===== src/rtl/cac_uart_transmitter.sv =====
// CAC UART transmitter: byte FIFO feeding a start/8 data (MSB first)/stop serialiser.
// Line output and frame_done are registered; the line returns high asynchronously on reset.
module cac_uart_transmitter #(
  parameter int unsigned CLOCK_FREQUENCY = 100_000_000,
  parameter int unsigned BAUDRATE        = 115_200,
  parameter int unsigned STOP_BITS       = 1,
  parameter int unsigned FIFO_DEPTH      = 4
) (
  input  logic                          clk,
  input  logic                          rst,
  input  logic [7:0]                    tx_data,
  input  logic                          tx_valid,
  output logic                          tx_ready,
  output logic                          cac_uart_tx,
  output logic                          tx_busy,
  output logic                          frame_done,
  output logic [$clog2(FIFO_DEPTH):0]   fifo_level
);
  localparam int unsigned CLKS_PER_BIT = CLOCK_FREQUENCY / BAUDRATE;
  localparam int unsigned CW = $clog2(CLKS_PER_BIT);
  localparam int unsigned AW = $clog2(FIFO_DEPTH);
  localparam logic [CW-1:0] CNT_RELOAD = CW'(CLKS_PER_BIT - 1);
  localparam logic [AW:0]   FIFO_FULL  = (AW+1)'(FIFO_DEPTH);

  if (CLKS_PER_BIT < 2) begin : g_bad_rate
    $error("CLOCK_FREQUENCY / BAUDRATE must be at least 2");
  end
  if (STOP_BITS < 1 || STOP_BITS > 2) begin : g_bad_stop
    $error("STOP_BITS must be 1 or 2");
  end
  if (FIFO_DEPTH < 2 || (FIFO_DEPTH & (FIFO_DEPTH - 1)) != 0) begin : g_bad_depth
    $error("FIFO_DEPTH must be a power of two, at least 2");
  end

  typedef enum logic [1:0] {StIdle, StStart, StData, StStop} state_e;

  logic [7:0]    r_mem [FIFO_DEPTH];
  logic [AW-1:0] r_wr_ptr, r_rd_ptr;
  logic [AW:0]   r_count;
  state_e        r_state;
  logic [CW-1:0] r_cnt;
  logic [2:0]    r_bit_idx;
  logic          r_stop_idx;
  logic [7:0]    r_shift;
  logic          r_tx;
  logic          r_done;

  logic w_push, w_pop, w_empty, w_bit_end, w_stop_last;

  assign tx_ready    = (r_count != FIFO_FULL);
  assign w_empty     = (r_count == '0);
  assign w_push      = tx_valid && tx_ready;
  assign w_bit_end   = (r_cnt == '0);
  assign w_stop_last = (r_stop_idx == 1'(STOP_BITS - 1));
  // Pops happen only from IDLE or on the last cycle of the stop period.
  assign w_pop       = !w_empty &&
                       ((r_state == StIdle) || (r_state == StStop && w_bit_end && w_stop_last));

  assign fifo_level  = r_count;
  assign cac_uart_tx = r_tx;
  assign tx_busy     = (r_state != StIdle);
  assign frame_done  = r_done;

  always_ff @(posedge clk) begin
    if (w_push) r_mem[r_wr_ptr] <= tx_data;
  end

  always_ff @(posedge clk or negedge rst) begin
    if (!rst) begin
      r_wr_ptr <= '0;
      r_rd_ptr <= '0;
      r_count  <= '0;
    end else begin
      if (w_push) r_wr_ptr <= r_wr_ptr + 1'b1;
      if (w_pop)  r_rd_ptr <= r_rd_ptr + 1'b1;
      unique case ({w_push, w_pop})
        2'b10:   r_count <= r_count + 1'b1;
        2'b01:   r_count <= r_count - 1'b1;
        default: r_count <= r_count;
      endcase
    end
  end

  always_ff @(posedge clk or negedge rst) begin
    if (!rst) begin
      r_state    <= StIdle;
      r_cnt      <= '0;
      r_bit_idx  <= '0;
      r_stop_idx <= 1'b0;
      r_shift    <= '0;
      r_tx       <= 1'b1;
      r_done     <= 1'b0;
    end else begin
      r_done <= 1'b0;
      unique case (r_state)
        StIdle: begin
          if (w_pop) begin
            r_shift <= r_mem[r_rd_ptr];
            r_cnt   <= CNT_RELOAD;
            r_tx    <= 1'b0;
            r_state <= StStart;
          end
        end
        StStart: begin
          if (w_bit_end) begin
            r_cnt     <= CNT_RELOAD;
            r_bit_idx <= '0;
            r_tx      <= r_shift[7];
            r_state   <= StData;
          end else begin
            r_cnt <= r_cnt - 1'b1;
          end
        end
        StData: begin
          if (w_bit_end) begin
            r_cnt <= CNT_RELOAD;
            if (r_bit_idx == 3'd7) begin
              r_tx       <= 1'b1;
              r_stop_idx <= 1'b0;
              r_state    <= StStop;
            end else begin
              r_shift   <= {r_shift[6:0], 1'b0};
              r_tx      <= r_shift[6];
              r_bit_idx <= r_bit_idx + 1'b1;
            end
          end else begin
            r_cnt <= r_cnt - 1'b1;
          end
        end
        StStop: begin
          // Raise frame_done one edge early so it covers the final stop cycle.
          if (r_cnt == CW'(1) && w_stop_last) r_done <= 1'b1;
          if (w_bit_end) begin
            r_cnt <= CNT_RELOAD;
            if (!w_stop_last) begin
              r_stop_idx <= r_stop_idx + 1'b1;
            end else if (w_pop) begin
              r_shift <= r_mem[r_rd_ptr];
              r_tx    <= 1'b0;
              r_state <= StStart;
            end else begin
              r_state <= StIdle;
            end
          end else begin
            r_cnt <= r_cnt - 1'b1;
          end
        end
        default: r_state <= StIdle;
      endcase
    end
  end

endmodule


===== config.mk =====
export PLATFORM = sky130hd
export DESIGN_NAME = cac_uart_transmitter
export DESIGN_NICKNAME = d
export VERILOG_FILES = /design/src/rtl/cac_uart_transmitter.sv
export SDC_FILE = /design/constraint.sdc
export NUM_CORES = 1
export LEC_CHECK = 0
export BUFFER_PORTS_ARGS = -buffer_cell sky130_fd_sc_hd__buf_2
export CAP_MARGIN = 5
export CORE_MARGIN = 3
export CORE_UTILIZATION = 54
export DETAILED_ROUTE_END_ITERATION = 10
export GPL_ROUTABILITY_DRIVEN = 0
export PLACE_DENSITY = 0.84
export REMOVE_ABC_BUFFERS = 1
export SYNTH_ARGS = -nofsm -noshare
export SYNTH_HDL_FRONTEND = slang
export SYNTH_SLANG_ARGS = --single-unit

===== constraint.sdc =====
create_clock -name clk -period 2.65 [get_ports clk]
set_clock_uncertainty 0.1 [all_clocks]
set_input_delay 0.265 -clock clk [delete_from_list [all_inputs] [get_ports clk]]
set_output_delay 0.265 -clock clk [all_outputs]
set_load 0.03 [all_outputs]

# [After elaboration in Yosys (flattened, before gate mapping)]
# Memories as Yosys holds them, arrays and structs flattened.
# Cells that the tools add are included.
[word_totals] output_inout_bits=7 mem_bits_rw=32 input_bits=11 ff_bits=33 memories=1 wordCells=93
[memory_table] name="r_mem" depth=4 word_bits=8 rd=1 rd_ports_with_merged_regs=0 wr=1 line="37" rtl="logic [7:0] r_mem [FIFO_DEPTH];"
[classes] muxes=38 bitwise=1 n_eq_ne=15 add_sub_neg=7 reduce_logical=21
[op_table] op="$mux W8" n=5
[op_table] op="$pmux W8 S3" n=1
[op_table] op="$mux W10" n=2
[op_table] op="$pmux W10 S2" n=1
[op_table] op="$mux W1" n=15
[op_table] op="$ne A2 B2 Y1 const B" n=7
[op_table] op="$mux W2" n=6
[op_table] op="$pmux W3 S2" n=2
[op_table] op="$reduce_and A4 Y1" n=3
[op_table] op="$eq A10 B1 Y1 const B" n=1
[op_table] op="$logic_not A10 Y1" n=1
[op_table] op="$sub A10 B1 Y10 const B" n=1
[op_table] op="$mux W3" n=3
[op_table] op="$pmux W2 S4" n=1
[op_table] op="$reduce_bool A2 Y1" n=4
[op_table] op="$add A3 B1 Y3 const B" n=2
[op_table] op="$eq A2 B2 Y1 const B" n=3
[op_table] op="$reduce_and A6 Y1" n=1
[op_table] op="$logic_and A1 B1 Y1" n=5
[op_table] op="$reduce_and A5 Y1" n=1
[op_table] op="$add A2 B1 Y2 const B" n=2
[op_table] op="$eq A2 B1 Y1 const B" n=2
[op_table] op="$pmux W1 S4" n=1
[op_table] op="$eq A3 B3 Y1 const B" n=1
[op_table] op="11 further kinds" n=11

# [Longest topological paths before layout]
[logic_depth] depth_word=9 mapped_depth=11 ltp_nobuf=10

# [Worst setup path after synthesis]
# No wires, ideal clock.
[synth_path] kind="register to register" startpoint="register r_cnt[0]" endpoint="register r_count[2], in the netlist fifo_level[2]" arrival_time_ns=2.525 stages_incl_launch_ff=12 path_slack_ns=-0.056 path_buffers=1 t_required_ns=2.469 setup_time_ns=0.081 period_less_slack_ns=2.706 cell_sequence="dfrtp_1 > inv_1 > ha_1 > buf_1 > o311ai_1 > o32ai_2 > ha_1 > inv_1 > fa_1 > xor2_1 > nor2_1 > xor2_1"
[synth_between] elab_chain_cells=7 word_cells_on_any_way=9 classes_between="2 x eq/ne; 1 x mux; 6 x reduce/logical"
[synth_lines] item="from (decl)" line="41" rtl="logic [CW-1:0] r_cnt;"
[synth_lines] item="from (signal assigned)" line="111" rtl="r_cnt <= r_cnt - 1'b1;"
[synth_lines] item="from (signal assigned)" line="127" rtl="r_cnt <= r_cnt - 1'b1;"
[synth_lines] item="from (signal assigned)" line="145" rtl="r_cnt <= r_cnt - 1'b1;"
[synth_lines] item="$logic_not A10 Y1 (*)" line="53" rtl="assign w_bit_end = (r_cnt == '0);"
[synth_lines] item="$logic_and A1 B1 Y1 (*) (2 in series)" line="57" rtl="((r_state == StIdle) || (r_state == StStop && w_bit_end && w_stop_last));"
[synth_lines] item="$logic_or A1 B1 Y1 (*)" line="57"
[synth_lines] item="$logic_and A1 B1 Y1 (*)" line="56" rtl="assign w_pop = !w_empty &&"
[synth_lines] item="via w_pop" line="48" rtl="logic w_push, w_pop, w_empty, w_bit_end, w_stop_last;"
[synth_lines] item="$eq A2 B1 Y1 / $eq A2 B2 Y1 (equally long branches)" line="76" rtl="unique case ({w_push, w_pop})"
[synth_lines] item="$pmux W3 S2 / $reduce_bool A2 Y1 (equally long branches)"
[synth_lines] item="to (signal assigned)" line="77" rtl="2'b10: r_count <= r_count + 1'b1;"
[synth_lines] item="to (signal assigned)" line="78" rtl="2'b01: r_count <= r_count - 1'b1;"
[synth_lines] item="to (signal assigned)" line="79" rtl="default: r_count <= r_count;"
[synth_lines] item="to (decl)" line="39" rtl="logic [AW:0] r_count;"
# The timed path passes the listed nets; every way through them passes the cells marked *.
# A chain may end at the register's enable or synchronous reset.

# [Worst setup path in the final report]
[layout_path] startpoint="register r_cnt[7]" endpoint="register r_count[2], in the netlist fifo_level[2]"
# The elaborated chain is that of the path after synthesis.

==> flow_metrics.env <==
export IMPL_status="complete, no violations"
export IMPL_core_area_sq_um=5570
export IMPL_crit_family="simple AND/OR/NAND/NOR gates"
export IMPL_drc=0
export IMPL_reg2reg_depth=8
export IMPL_place_hpwl_mm=4.17
export IMPL_power_density_nw_per_um2=1130
export IMPL_reg2reg_slack_ps=90
export IMPL_cts_inserted_buffers=9
export IMPL_synth_simple_area_share_pct=12.7
export IMPL_timing_hold_ws_ps=36.2
export IMPL_avgSynthCellArea_sq_um=13.4
export IMPL_io_pins=18
export IMPL_crit_path_max_incr_delay_ps=570
export IMPL_r2r_start="r_cnt[7]"
export IMPL_ant_nets=0
export IMPL_antenna_found_initial=0
export IMPL_first_pass_iters=4
export IMPL_drt_initial_drc_count=184
export IMPL_cp_arrival_ps=2720
export IMPL_cts_root_buffer="clkbuf_8"
export IMPL_relSlewSlack_pct=50.3
export IMPL_async_reset_ff_share_pct=50.0
export IMPL_area_growth_pct=14.9
export IMPL_netlist_area_leader_share_pct=30.7
export IMPL_cts_tree="yes"
export IMPL_fin_crit_sh_pct=96.5
export IMPL_ys_top_cells_by_area="edfxtp_1, dfrtp_1, ha_1, mux4_2, inv_1"
export IMPL_grt_pass1_vias=2026
export IMPL_synth_edf_count=32
export IMPL_regArea_sq_um=1760
export IMPL_min_period_ps=2560
export IMPL_die_h_microns=82.2
export IMPL_r2r_end="fifo_level[2]"
export IMPL_die_x_microns=82.2
export IMPL_p_leak_nw=1.42
export IMPL_final_cell_area_sq_um=3600
export IMPL_final_hold_viol_count=0
export IMPL_total_power_mw=4.08
export IMPL_maxCapViolCount=0
export IMPL_wirelength_mm=5.96
export IMPL_worstSetupPathDepth=8
export IMPL_end_kind="flop"
export IMPL_ys_types=55
export IMPL_crit_top_cell="xor2_1"
export IMPL_path_cells="or4_4, o32ai_4, ha_2, inv_1, fa_2, xor2_1, nor2_1, xor2_1"
export IMPL_setup_violations=0
export IMPL_grtUsageTotal_pct=19.9
export IMPL_cts_reportedPaths_clkPinSlew_ps=70
export IMPL_yosysSeqAreaShare_pct=56.3
export IMPL_synth_warnings=0
export IMPL_max_freq_mhz=391
export IMPL_grt_pass1_wl_mm=9.80
export IMPL_start_util_pct=56.2
export IMPL_synthXorXnorAreaFrac_pct=3.08
export IMPL_viasPerCell=5.72
export IMPL_min_from="tx_data[2]"
export IMPL_fillers=415
export IMPL_htreeDepth=3
export IMPL_final_net_count=299
export IMPL_dieArea_sq_um=6750
export IMPL_diodes=0
export IMPL_synth_top_family_by_area="simple AND/OR/NAND/NOR gates"
export IMPL_drive_gt1_share_pct=27.4
export IMPL_wl_per_cell_microns=17.1
export IMPL_worstSetupPathType="reg2reg"
export IMPL_yosys_area_top_type="edfxtp_1"
export IMPL_clk_latency_ps=330
export IMPL_synth_compound_area_share_pct=9.86
export IMPL_cp_start_kind="flop"
export IMPL_cp_required_ps=2810
export IMPL_clock_sinks=64
export IMPL_synthAdderAreaFrac_pct=6.63
export IMPL_place_port_buffers=17
export IMPL_muxShareOfSynthArea_pct=8.47
export IMPL_slowest_stage="or4_4"
export IMPL_grt_max_degree=33
export IMPL_placed_cell_area_sq_um=3390
export IMPL_final_common_cell="edfxtp_1"
export IMPL_overflow=0
export IMPL_maxSlewViolCount=0
export IMPL_synthCells=233
export IMPL_hp_class="in2reg"
export IMPL_ys_ff_latch=64
export IMPL_worst_pin_slew_ps=746
export IMPL_vias=1996
export IMPL_final_cell_mix="edfxtp_1, dfrtp_1, inv_1"
export IMPL_syn_area_sq_um=3130
export IMPL_whs_path_depth=1
export IMPL_path_max_fanout=3
export IMPL_hold_end="r_mem[0][2]"
export IMPL_synth_main_ff_cell="edfxtp_1"
export IMPL_clk_path_buf_depth=2
export IMPL_fp_row_count=27
export IMPL_critPathBufInv=1
export IMPL_max_vdd_ir_drop_mv=0.797
export IMPL_setup_tns_ps=0
export IMPL_multiInputGateArea_sq_um=1290
-- worst max-delay path by stage --
stage,slack (ps),from,endpoint
detailed placement,70,r_cnt[5],fifo_level[2]
floorplan,-10,r_cnt[6],fifo_level[2]
global placement,170,r_cnt[5],fifo_level[2]
finish,90,r_cnt[7],fifo_level[2]
global route,-20,r_cnt[7],fifo_level[2]
CTS,70,r_cnt[5],fifo_level[2]
-- report_power, final --
| group | total, mW | switching (mW) | internal [mW] |
|---|---|---|---|
| registers | 1.58 | 0.228 | 1.35 |
| clock network | 0.707 | 0.373 | 0.334 |
| logic | 1.80 | 0.979 | 0.819 |
-- stage by stage --
step,setup WS (ps),util (%),std cells
3_5_place_dp,71.8,60.7,329
6_report,93.7,64.6,349
4_1_cts,68.8,63.9,346
2_1_floorplan,-14.8,-,226
3_3_place_gp,173,60.7,329
5_1_grt,-15.3,64.6,349
-- logic make-up after synthesis --
kind of cell / after synthesis
multiplexers: 16
XOR/XNOR: 11
adder cells (fa/ha/maj): 16
AO/OA/AOI/OAI: 36
AND/OR/NAND/NOR: 65
flip-flops: 64
buffers and inverters: 25
-- routing by layer --
metal	share of wire (%)	routed length, microns	vias to the layer above	track usage, %
met5	0	0	-	0
met3	3.1	183	15	5.64
met2	50	2970	38	31.8
met1	45	2690	991	26.1
met4	2.0	119	0	7.14
li1	-	-	952	-
-- repair_timing --
action                     in CTS  in global routing
setup endpoints to repair       0                  1
hold endpoints to repair       31                  0
resized for setup               0                  3
buffers inserted                0                  3
hold buffers                    1                  0
-- cells in the mapped netlist, types with 4 or more instances --
cell / instances
o32a_1: 5
inv_1: 18
xor2_1: 7
o21ai_0: 5
clkbuf_1: 5
o21a_1: 4
xnor2_1: 4
nor3_1: 5
mux2i_1: 4
and3_1: 4
ha_1: 15
nor2_1: 12
nand2_1: 12
nand3_1: 6
mux4_2: 8
a31oi_1: 4
edfxtp_1: 32
dfrtp_1: 31
-- final cells by class --
type,instances,share of cell area (%)
flip-flops and latches,64,49.0
multi-input cells,144,35.9
repair buffers,35,6.19
clock buffers,10,3.55
well taps,72,2.50
inverters,18,1.88
clock inverters,6,1.04
-- state kept, by name, summed over array words and instances, names as in the netlist --
name         cells
r_rd_ptr         2
frame_done       1
r_cnt           10
r_wr_ptr         2
r_mem           32
r_shift          8
cac_uart_tx      1
r_state          2
fifo_level       3
r_bit_idx        3
(Power assumes the default switching activity.)
